--- src/rtl/player_pos_2d.sv ---
// Two-dimensional player position tracker for the grid game.
// Buttons arrive synchronised and debounced. A rising edge on a direction
// moves the player one cell. An optional hold-to-repeat FSM issues further
// moves while a single direction stays held. Win/lose events send the player
// back to the start cell and clear the move count.
//
// Hold FSM handshake: none. The block takes level inputs every clock.
// A request formed at edge k updates the outputs at that same edge k.
// hold_state exposes the hold FSM encoding for debug: 0 = IDLE,
// 1..4 = HOLD(up/down/left/right).
module player_pos_2d #(
  parameter int ROWS          = 8,
  parameter int COLS          = 8,
  parameter int START_ROW     = ROWS - 1,
  parameter int START_COL     = COLS / 2,
  parameter int REPEAT_CYCLES = 0,
  parameter int RW            = $clog2(ROWS),
  parameter int CW            = $clog2(COLS)
) (
  input  logic          clk,
  input  logic          reset,
  input  logic          U,
  input  logic          D,
  input  logic          L,
  input  logic          R,
  input  logic          winResult,
  input  logic          loseResult,
  output logic [RW-1:0] rowNumber,
  output logic [CW-1:0] colNumber,
  output logic          moved,
  output logic          reachedTop,
  output logic [15:0]   moveCount,
  output logic [2:0]    hold_state
);

  typedef enum logic [2:0] {
    S_IDLE = 3'd0,
    S_UP   = 3'd1,
    S_DN   = 3'd2,
    S_LF   = 3'd3,
    S_RT   = 3'd4
  } hold_t;

  localparam int HCW = (REPEAT_CYCLES > 1) ? $clog2(REPEAT_CYCLES) : 1;
  localparam logic [HCW-1:0] CNT_LAST = HCW'((REPEAT_CYCLES > 0) ? REPEAT_CYCLES - 1 : 0);

  // Button bit order: [0]=U, [1]=D, [2]=L, [3]=R.
  logic [3:0]     btn;
  logic [3:0]     prev_q;
  logic [3:0]     press;
  logic [3:0]     rep_req;
  logic [3:0]     req;
  logic           clear;
  hold_t          state_q, state_d;
  logic [HCW-1:0] cnt_q, cnt_d;
  logic           v_up, v_dn, h_lf, h_rt;
  logic [RW-1:0]  row_d;
  logic [CW-1:0]  col_d;
  logic           mv_d, top_d;

  assign btn        = {R, L, D, U};
  assign press      = btn & ~prev_q;
  assign clear      = loseResult | winResult;
  assign hold_state = state_q;

  function automatic logic [3:0] dir_mask(input hold_t s);
    case (s)
      S_UP:    dir_mask = 4'b0001;
      S_DN:    dir_mask = 4'b0010;
      S_LF:    dir_mask = 4'b0100;
      S_RT:    dir_mask = 4'b1000;
      default: dir_mask = 4'b0000;
    endcase
  endfunction

  // Hold FSM state and repeat counter; win/lose behave like reset here.
  always_ff @(posedge clk) begin
    if (reset || clear) begin
      state_q <= S_IDLE;
      cnt_q   <= '0;
    end else begin
      state_q <= state_d;
      cnt_q   <= cnt_d;
    end
  end

  // Hold FSM next state: enter on a lone fresh press, leave on any change.
  always_comb begin
    state_d = state_q;
    cnt_d   = cnt_q;
    if (REPEAT_CYCLES > 0) begin
      if (state_q == S_IDLE) begin
        cnt_d = '0;
        if (btn == press) begin
          case (press)
            4'b0001: state_d = S_UP;
            4'b0010: state_d = S_DN;
            4'b0100: state_d = S_LF;
            4'b1000: state_d = S_RT;
            default: state_d = S_IDLE;
          endcase
        end
      end else if (btn == dir_mask(state_q)) begin
        cnt_d = (cnt_q == CNT_LAST) ? '0 : cnt_q + HCW'(1);
      end else begin
        state_d = S_IDLE;
        cnt_d   = '0;
      end
    end
  end

  // Hold FSM output: one repeat request when the held count expires.
  always_comb begin
    rep_req = 4'b0000;
    if (REPEAT_CYCLES > 0 && state_q != S_IDLE &&
        btn == dir_mask(state_q) && cnt_q == CNT_LAST)
      rep_req = dir_mask(state_q);
  end

  // Resolve requests: opposing buttons cancel, vertical beats horizontal,
  // edge-of-grid moves are swallowed without wrap.
  always_comb begin
    req   = press | rep_req;
    v_up  = req[0] & ~(U & D);
    v_dn  = req[1] & ~(U & D);
    h_lf  = req[2] & ~(L & R);
    h_rt  = req[3] & ~(L & R);
    row_d = rowNumber;
    col_d = colNumber;
    mv_d  = 1'b0;
    top_d = 1'b0;
    if (v_up || v_dn) begin
      if (v_up && rowNumber != '0) begin
        row_d = rowNumber - RW'(1);
        mv_d  = 1'b1;
        top_d = (rowNumber == RW'(1));
      end else if (v_dn && rowNumber != RW'(ROWS - 1)) begin
        row_d = rowNumber + RW'(1);
        mv_d  = 1'b1;
      end
    end else if (h_lf && colNumber != '0) begin
      col_d = colNumber - CW'(1);
      mv_d  = 1'b1;
    end else if (h_rt && colNumber != CW'(COLS - 1)) begin
      col_d = colNumber + CW'(1);
      mv_d  = 1'b1;
    end
  end

  // Position, pulses, saturating move count and previous button samples.
  always_ff @(posedge clk) begin
    if (reset) begin
      rowNumber  <= RW'(START_ROW);
      colNumber  <= CW'(START_COL);
      moved      <= 1'b0;
      reachedTop <= 1'b0;
      moveCount  <= 16'h0000;
      prev_q     <= 4'b1111;
    end else if (clear) begin
      rowNumber  <= RW'(START_ROW);
      colNumber  <= CW'(START_COL);
      moved      <= 1'b0;
      reachedTop <= 1'b0;
      moveCount  <= 16'h0000;
      prev_q     <= btn;
    end else begin
      rowNumber  <= row_d;
      colNumber  <= col_d;
      moved      <= mv_d;
      reachedTop <= top_d;
      if (mv_d && moveCount != 16'hFFFF)
        moveCount <= moveCount + 16'h0001;
      prev_q     <= btn;
    end
  end

endmodule

--- config.mk ---
export PLATFORM = sky130hd
export DESIGN_NAME = player_pos_2d
export DESIGN_NICKNAME = d
export VERILOG_FILES = /design/src/rtl/player_pos_2d.sv
export SDC_FILE = /design/constraint.sdc
export NUM_CORES = 1
export LEC_CHECK = 0
export CAP_MARGIN = 15
export CORE_MARGIN = 2
export CORE_UTILIZATION = 49
export CTS_BUF_LIST = sky130_fd_sc_hd__clkbuf_16
export CTS_CLUSTER_DIAMETER = 30
export DETAILED_ROUTE_END_ITERATION = 8
export PLACE_DENSITY_LB_ADDON = 0.3
export SYNTH_ARGS = -nofsm -noshare
export SYNTH_HDL_FRONTEND = slang
export SYNTH_SLANG_ARGS = --single-unit
--- constraint.sdc ---
create_clock -name clk -period 3.15 [get_ports clk]
set_clock_uncertainty 0.15 [all_clocks]
set_input_delay 0.4725 -clock clk [delete_from_list [all_inputs] [get_ports clk]]
set_output_delay 0.4725 -clock clk [all_outputs]
set_load 0.01 [all_outputs]
# After elaboration in Yosys (flattened, before gate mapping)
# Cells that the tools add are included.
# word_totals
elab_cells	51
regBits	28
# classes
eq_ne	4
mux	9
n_addsub	5
bitwise	13
n_reduce_logical	14
# op_table
cell	n
$add 16x1->16 const B	1
$ne 16x16->1 const B	1
$mux 3	4
$add 3x1->3 const B	2
$and 1x1->1	6
$ne 3x3->1 const B	2
$reduce_bool 3->1	2
$sub 3x1->3 const B	2
$logic_and 1x1->1	5
$mux 1	5
$and 4x4->4	1
$not 1->1	4
$not 4->4	1
$reduce_and 2->1	2
$reduce_bool 2->1	2
$reduce_or 4->1	1
$eq 3x1->1 const B	1
$reduce_or 2->1	1
$logic_or 1x1->1	1
$or 1x1->1	1

# Depth between registers and ports, before layout
# Gate-level depths: netlist of the first run.
# logic_depth
word_depth	8
mapped_depth	9

# Worst setup path after synthesis of the first run
# OpenSTA, ideal clock, no wires.
# synth_timing
path_kind	reg2reg
from	register rowNumber[0]
to	register moveCount[15]
setup_time_ps	70
t_arrival_ps	2141
t_required_ps	2930
path_slack_ps	789
n_path_buf	1
path_stages_with_launch	9
cell_sequence	dfxtp_1 -> ha_1 -> ha_1 -> nor4b_2 -> o21ba_1 -> a21boi_4 -> buf_6 -> or4_1 -> a21oi_1
# synth_between
elab_chain_cells	6
elab_cells_between_ends	8
classes_between	1 x eq/ne; 3 x mux; 4 x reduce/logical
# synth_rtl
item	line	rtl
from (decl)	28	output logic [RW-1:0] rowNumber,
from (signal assigned)	153	rowNumber <= RW'(START_ROW);
from (signal assigned)	160	rowNumber <= RW'(START_ROW);
from (signal assigned)	167	rowNumber <= row_d;
$ne 3x3->1	137	end else if (v_dn && rowNumber != RW'(ROWS - 1)) begin
$logic_and 1x1->1	137	
$mux 1	137	
$mux 1 *	133	if (v_up && rowNumber != '0) begin
$mux 1 *	132	if (v_up || v_dn) begin
$logic_and 1x1->1 *	171	if (mv_d && moveCount != 16'hFFFF)
to (signal assigned)	172	moveCount <= moveCount + 16'h0001;
to (decl)	32	output logic [15:0] moveCount,
# Mark *: on every way between the ends. The rest lies on a longest branch, timed or not.
# A chain may end at the register's enable or synchronous reset.

# Worst setup path after layout of the first run
# layout_timing
from	input port U
to	register moveCount[6]
# layout_between
elab_chain_cells	8
elab_cells_between_ends	12
classes_between	3 x mux; 5 x bitwise; 4 x reduce/logical
# layout_rtl
item	line	rtl
from (decl)	22	input logic U,
$and 1x1->1	124, 125	
$not 1->1	124, 125	
$and 1x1->1	125	v_dn = req[1] & ~(U & D);
$logic_and 1x1->1	137	
$mux 1	137	
$mux 1	133	
$mux 1 *	132	
$logic_and 1x1->1 *	171	
# Marks and branches as above.

==> flow_summary.yaml, run 1 <==
run_status:
  status: "complete, no violations"
floorplanning:
  std_cell_rows: 19
  initial_utilization: 0.525
  coreArea_mm2: 0.00283
  boundaryPins: 35
  die-area_mm2: 0.00349
  fp.dieH_um: 59.1
  dieWidth_um: 59.1
logic_synthesis:
  synth_most_common_cell: "dfxtp_1"
  synth_seq_area_share: 0.377
  synth_ff_type: "dfxtp_1"
  avgSynthCellArea_um2: 8.74
  ys_async_sr_fraction: 0
  synth_top_area_share: 0.377
  synthCells: 170
  yosys_warnings: 0
  ys_ff_latch: 28
  synth_largest_area_cell: "dfxtp_1"
  synth_edf_count: 0
  synth.distinct_cells: 47
  ys_top_cells_by_area: "dfxtp_1, ha_1, a21oi_1"
  syn_area_mm2: 0.00149
  synth_commonest_cells: "dfxtp_1, a21oi_1, nand2_1, nand3_1, nor2_1"
final_layout:
  n_fill_cell: 225
  final_design_area_no_fill_mm2: 0.00190
  utilization: 0.673
  drive_gt1_frac: 0.0650
  area_growth_pct: 28.1
  layout.nets: 216
  antenna_cells: 0
route:
  wire_per_inst_um: 14.6
  vias_per_cell: 6.02
  dr.pass1.iters: 4
  remaining_drc_errors: 0
  antenna_left: 0
  finalWirelength_um: 3380
  via_count: 1390
  drt-initial-drc-count: 49
critical_path:
  worst_setup_path_start_kind: "input port"
  end_kind: "flip-flop"
  critPathMaxStageDelay_ns: 0.54
  r2r_start: "rowNumber[0]$_SDFFE_PP1P_"
  critPathTopFamily: "simple AND/OR/NAND/NOR gates"
  cp.required_ns: 3.19
  crit_slowest_cell: "clkdlybuf4s50_1"
  worstPathArrival_ns: 2.56
  cp_max_fo: 25
  critPathKind: "in2reg"
  path_cells: "clkdlybuf4s50_1 -> or3b_1 -> o21ba_1 -> a21boi_4 -> or4_1 -> a21oi_1"
  setup.worst_path.start: "U"
  critPathBufInv: 1
placement:
  dp_hpwl_um: 2450
  port_buffers: 31
  gp_congestion: 0.865
  placedInstanceArea_mm2: 0.00180
min_path:
  hold_class: "reg2reg"
  min_from: "moveCount[13]$_SDFFE_PP0P_"
timing:
  rsz0062_at_grt: "no"
  worst_pin_slew_ns: 0.674
  clock.fmax_mhz: 397
  fin_crit_ns: 2.52
  drv_slew: 0
  hold_viol_final: 0
  period_share: 0.799
  setup_tns_ns: 0
  setup_viol: 0
  slew_headroom: 0.547
clocking:
  hold_buffers: 0
  cts-root-buf: "clkbuf_16"
  clock-sinks: 28
  cts-htree-levels: 1
  postCtsSetupRepairBufs: 0
  ctsResizeCount: 0
  clk_path_buf_depth: 2
  cts_buffers: 3
  cts_tree: "done"
  clk_pin_slew_ns: 0.07
  insertion_delay_ns: 0.26
global_route:
  gr-total-overflow: 0
  grt_usage: 0.208
  grt_pass1_vias: 1340
  grt_pass1_wl_um: 5610
  grt_max_degree: 26
  antenna_found_initial: 0
power:
  leakagePower_nw: 0.684
  worst_ir_drop_vdd_mv: 0.255
  powerDensity_mw_per_mm2: 408
flow_run:
  cap_violations: 0
[layer usage]
| metal | GRT usage | share of wire | up-vias |
|---|---|---|---|
| li1 | - | - | 692 |
| met1 | 0.252 | 0.44 | 639 |
| met2 | 0.354 | 0.48 | 53 |
| met3 | 0.0328 | 0.062 | 6 |
| met4 | 0.107 | 0.017 | 0 |
| met5 | 0 | 0 | - |
[placed cells by master (no fill, tap or decap), drive strengths merged, types with 6 or more instances in the layout]
cell	n
nand3	14
ha	6
dfxtp	28
or4	7
nor2	8
clkdlybuf4s50	31
a21oi	14
o31ai	7
and3	6
nand2	14
or3	6
[state kept, by name, summed over array words and instances (netlist names)]
| signal | flops |
|---|---|
| prev_q | 4 |
| moveCount | 16 |
| reachedTop | 1 |
| colNumber | 3 |
| moved | 1 |
| rowNumber | 3 |
[kinds of logic (layout without fill, tap and decap cells)]
kind of cell,Yosys count,count (layout),synth area share
muxes,2,2,0.0135
other,1,3,0.00252
adders and majority gates,7,7,0.0640
DFF,28,28,0.377
xor gates and xnor gates,3,3,0.0177
buffers and inverters,13,41,0.0471
AOI/OAI and AO/OA,40,40,0.188
and+or+nand+nor,76,76,0.290
[through the flow]
stage | total power, mW | std cells | setup WS (ns) | hold slack (ns)
final | 0.777 | 231 | 0.632 | 0.356
after detailed placement | 0.411 | 227 | 0.371 | 0.345
after floorplan | 0.397 | 172 | 0.789 | 0.354
after global routing | 0.796 | 231 | 0.504 | 0.380
after CTS | 0.778 | 231 | 0.637 | 0.358
after global placement | 0.409 | 227 | 0.432 | 0.326
[worst paths after layout]
kind / endpoint / slack [ns] / depth (start not counted)
worst min register to register: moveCount[13]$_SDFFE_PP0P_ / 0.36 / 2
worst min-delay path: moveCount[13]$_SDFFE_PP0P_ / 0.36 / 2
worst max register to register: moveCount[6]$_SDFFE_PP0P_ / 0.67 / 7
worst max-delay path: moveCount[6]$_SDFFE_PP0P_ / 0.63 / 6
[cell type report]
type	instances	area [um^2]	share of cell area
clock buffers	3	75.1	0.0394
clock inverters	1	30.0	0.0158
inverters	5	18.8	0.00986
multi-input cells	131	863	0.453
flip-flops and latches	28	561	0.294
well taps	31	38.8	0.0204
repair buffers	32	318	0.167
[worst min-delay path: stages, from the launching register on]
cell	delay [ns]
dfxtp_1	0.33
o31ai_1	0.07
a21oi_1	0.06
[where the power goes]
group / leakage (nW) / internal (mW) / switching (mW) / total, mW
combinational: 0.406 / 0.0191 / 0.0245 / 0.0437
sequential: 0.227 / 0.357 / 0.00160 / 0.359
clock: 0.0511 / 0.253 / 0.122 / 0.375
total: 0.684 / 0.629 / 0.148 / 0.777
Note: power is estimated with default switching activity, not from simulation.
==> inputs of run 2 (changes only) <==
Settings changed: CORE_UTILIZATION 49 to 44.
Clock period 3.15 ns to 2.24 ns, I/O delays scaled along.
==> flow_summary.yaml, run 2 (synthesis gave the netlist of run 1 again) <==
route:
  wire_per_inst_um: 14.8
  remaining_drc_errors: 0
  antenna_left: 0
  via_count: 1504
  vias_per_cell: 5.63
  drt-initial-drc-count: 64
  finalWirelength_um: 3960
  dr.pass1.iters: 4
clocking:
  cts-htree-levels: 1
  cts-root-buf: "clkbuf_16"
  clk_path_buf_depth: 2
  cts_tree: "done"
  clock-sinks: 28
  postCtsSetupRepairBufs: 0
  cts_buffers: 3
  insertion_delay_ns: 0.26
  hold_buffers: 0
  clk_pin_slew_ns: 0.06
placement:
  dpl.cell_count: 261
  placedInstanceArea_mm2: 0.00201
  gp_congestion: 0.824
  port_buffers: 31
  dp_hpwl_um: 2670
critical_path:
  critPathMaxStageDelay_ns: 0.47
  critPathKind: "in2reg"
  worstPathArrival_ns: 2.20
  crit_slowest_cell: "clkdlybuf4s50_1"
  cp_max_fo: 7
  cp.required_ns: 2.21
  worst_setup_path_start_kind: "input port"
  path_cells: "clkdlybuf4s50_1 -> or3b_4 -> o21a_2 -> buf_4 -> a211o_4 -> a21oi_1 -> a311oi_1"
  end_kind: "flip-flop"
final_layout:
  drive_gt1_frac: 0.249
  largest-register: "moveCount"
  final_design_area_no_fill_mm2: 0.00218
  final_common_cell: "clkdlybuf4s50_1"
  layout.cells.non_filler: 267
  reg.largest.list: "moveCount (16), prev_q (4)"
  area_growth_pct: 47.0
  layout_common_cells: "clkdlybuf4s50_1, dfxtp_1, buf_4, nand3_1, nand2_1"
  n_fill_cell: 278
  largest_reg_flops: 16
  layout.nets: 237
  antenna_cells: 0
run_status:
  status: "complete, no violations"
timing:
  clock.fmax_mhz: 448
  period_share: 0.996
  setup_viol: 0
  fin_crit_ns: 2.23
  drv_slew: 0
  holdWs_ns: 0.376
  hold_viol_final: 0
floorplanning:
  std_cell_rows: 21
  fp.dieH_um: 62.1
  dieWidth_um: 62.1
  die-area_mm2: 0.00386
  coreArea_mm2: 0.00328
  initial_utilization: 0.453
  boundaryPins: 35
global_route:
  antenna_found_initial: 0
  gr-total-overflow: 0
  grt_use_met1: 0.273
  top_usage_layer: "met2"
  grt_pass1_vias: 1443
  use_met3: 0.0290
  grt_max_degree: 16
  grt_usage: 0.206
  use_met2: 0.345
  grt_pass1_wl_um: 6480
power:
  leakagePower_nw: 0.806
  worst_ir_drop_vdd_mv: 0.288
  powerDensity_mw_per_mm2: 457
min_path:
  hold_class: "reg2reg"
flow_run:
  cap_violations: 0
## run 2: changes by cell type in the layout (fill, tap and decap cells not counted), moves of 2 or more
| cell | before | now |
|---|---|---|
| ha_1 | 6 | 4 |
| dfxtp_1 | 28 | 26 |
| buf_4 | 1 | 20 |
| a21oi_1 | 14 | 9 |
| or4_4 | 0 | 5 |
| a21oi_2 | 0 | 5 |
| or4_1 | 7 | 2 |
| ha_4 | 0 | 2 |
## run 2: metal layers
layer	wire length, um	part of all wire
met1	1780	0.45
met2	1980	0.50
met3	149	0.038
met4	55	0.014
met5	0	0
## run 2: repair_timing
item	4_1_cts	5_1_grt
setup endpoints to repair	7	14
cloned	1	1
gates resized for setup	4	14
pin swaps	3	10
## run 2: final timing paths
| kind | startpoint | endpoint | slack, ns | cells after the start |
|---|---|---|---|---|
| max | U | moveCount[10]$_SDFFE_PP0P_ | 0.008 | 7 |
| min reg2reg | moveCount[13]$_SDFFE_PP0P_ | moveCount[13]$_SDFFE_PP0P_ | 0.38 | 2 |
| max reg2reg | rowNumber[0]$_SDFFE_PP1P_ | moveCount[6]$_SDFFE_PP0P_ | 0.08 | 8 |
| min | moveCount[13]$_SDFFE_PP0P_ | moveCount[13]$_SDFFE_PP0P_ | 0.38 | 2 |
## run 2: cell type report
type,count,area (um^2),share of cell area
Clock inverter,1,3.75,0.00172
Sequential cell,28,566,0.259
Timing Repair Buffer,51,460,0.211
Inverter,5,18.8,0.00859
Clock buffer,3,75.1,0.0344
Multi-Input combinational cell,133,1000,0.459
Tap cell,46,57.6,0.0263
## run 2: report_power, final
part	total, mW	switching (mW)	internal (mW)
registers	0.504	0.00303	0.501
clock network	0.401	0.162	0.239
logic	0.0926	0.0464	0.0463
## run 2: stage by stage
| stage | total power [mW] | util | setup slack [ns] | setup TNS (ns) |
|---|---|---|---|---|
| floorplan | 0.558 | - | 0.00961 | 0 |
| global placement | 0.593 | 0.611 | -0.260 | -3.48 |
| detailed placement | 0.595 | 0.611 | -0.311 | -4.15 |
| CTS | 0.996 | 0.644 | 0.00347 | 0 |
| global route | 1.04 | 0.665 | -0.0368 | -0.0368 |
| finish | 0.998 | 0.665 | 0.00818 | 0 |
## run 2: worst max-delay path, delay by kind of cell
family	cells	cell delay, ns
buffers and inverters	2	0.64
AO/OA/AOI/OAI	4	0.84
AND/OR/NAND/NOR	1	0.39
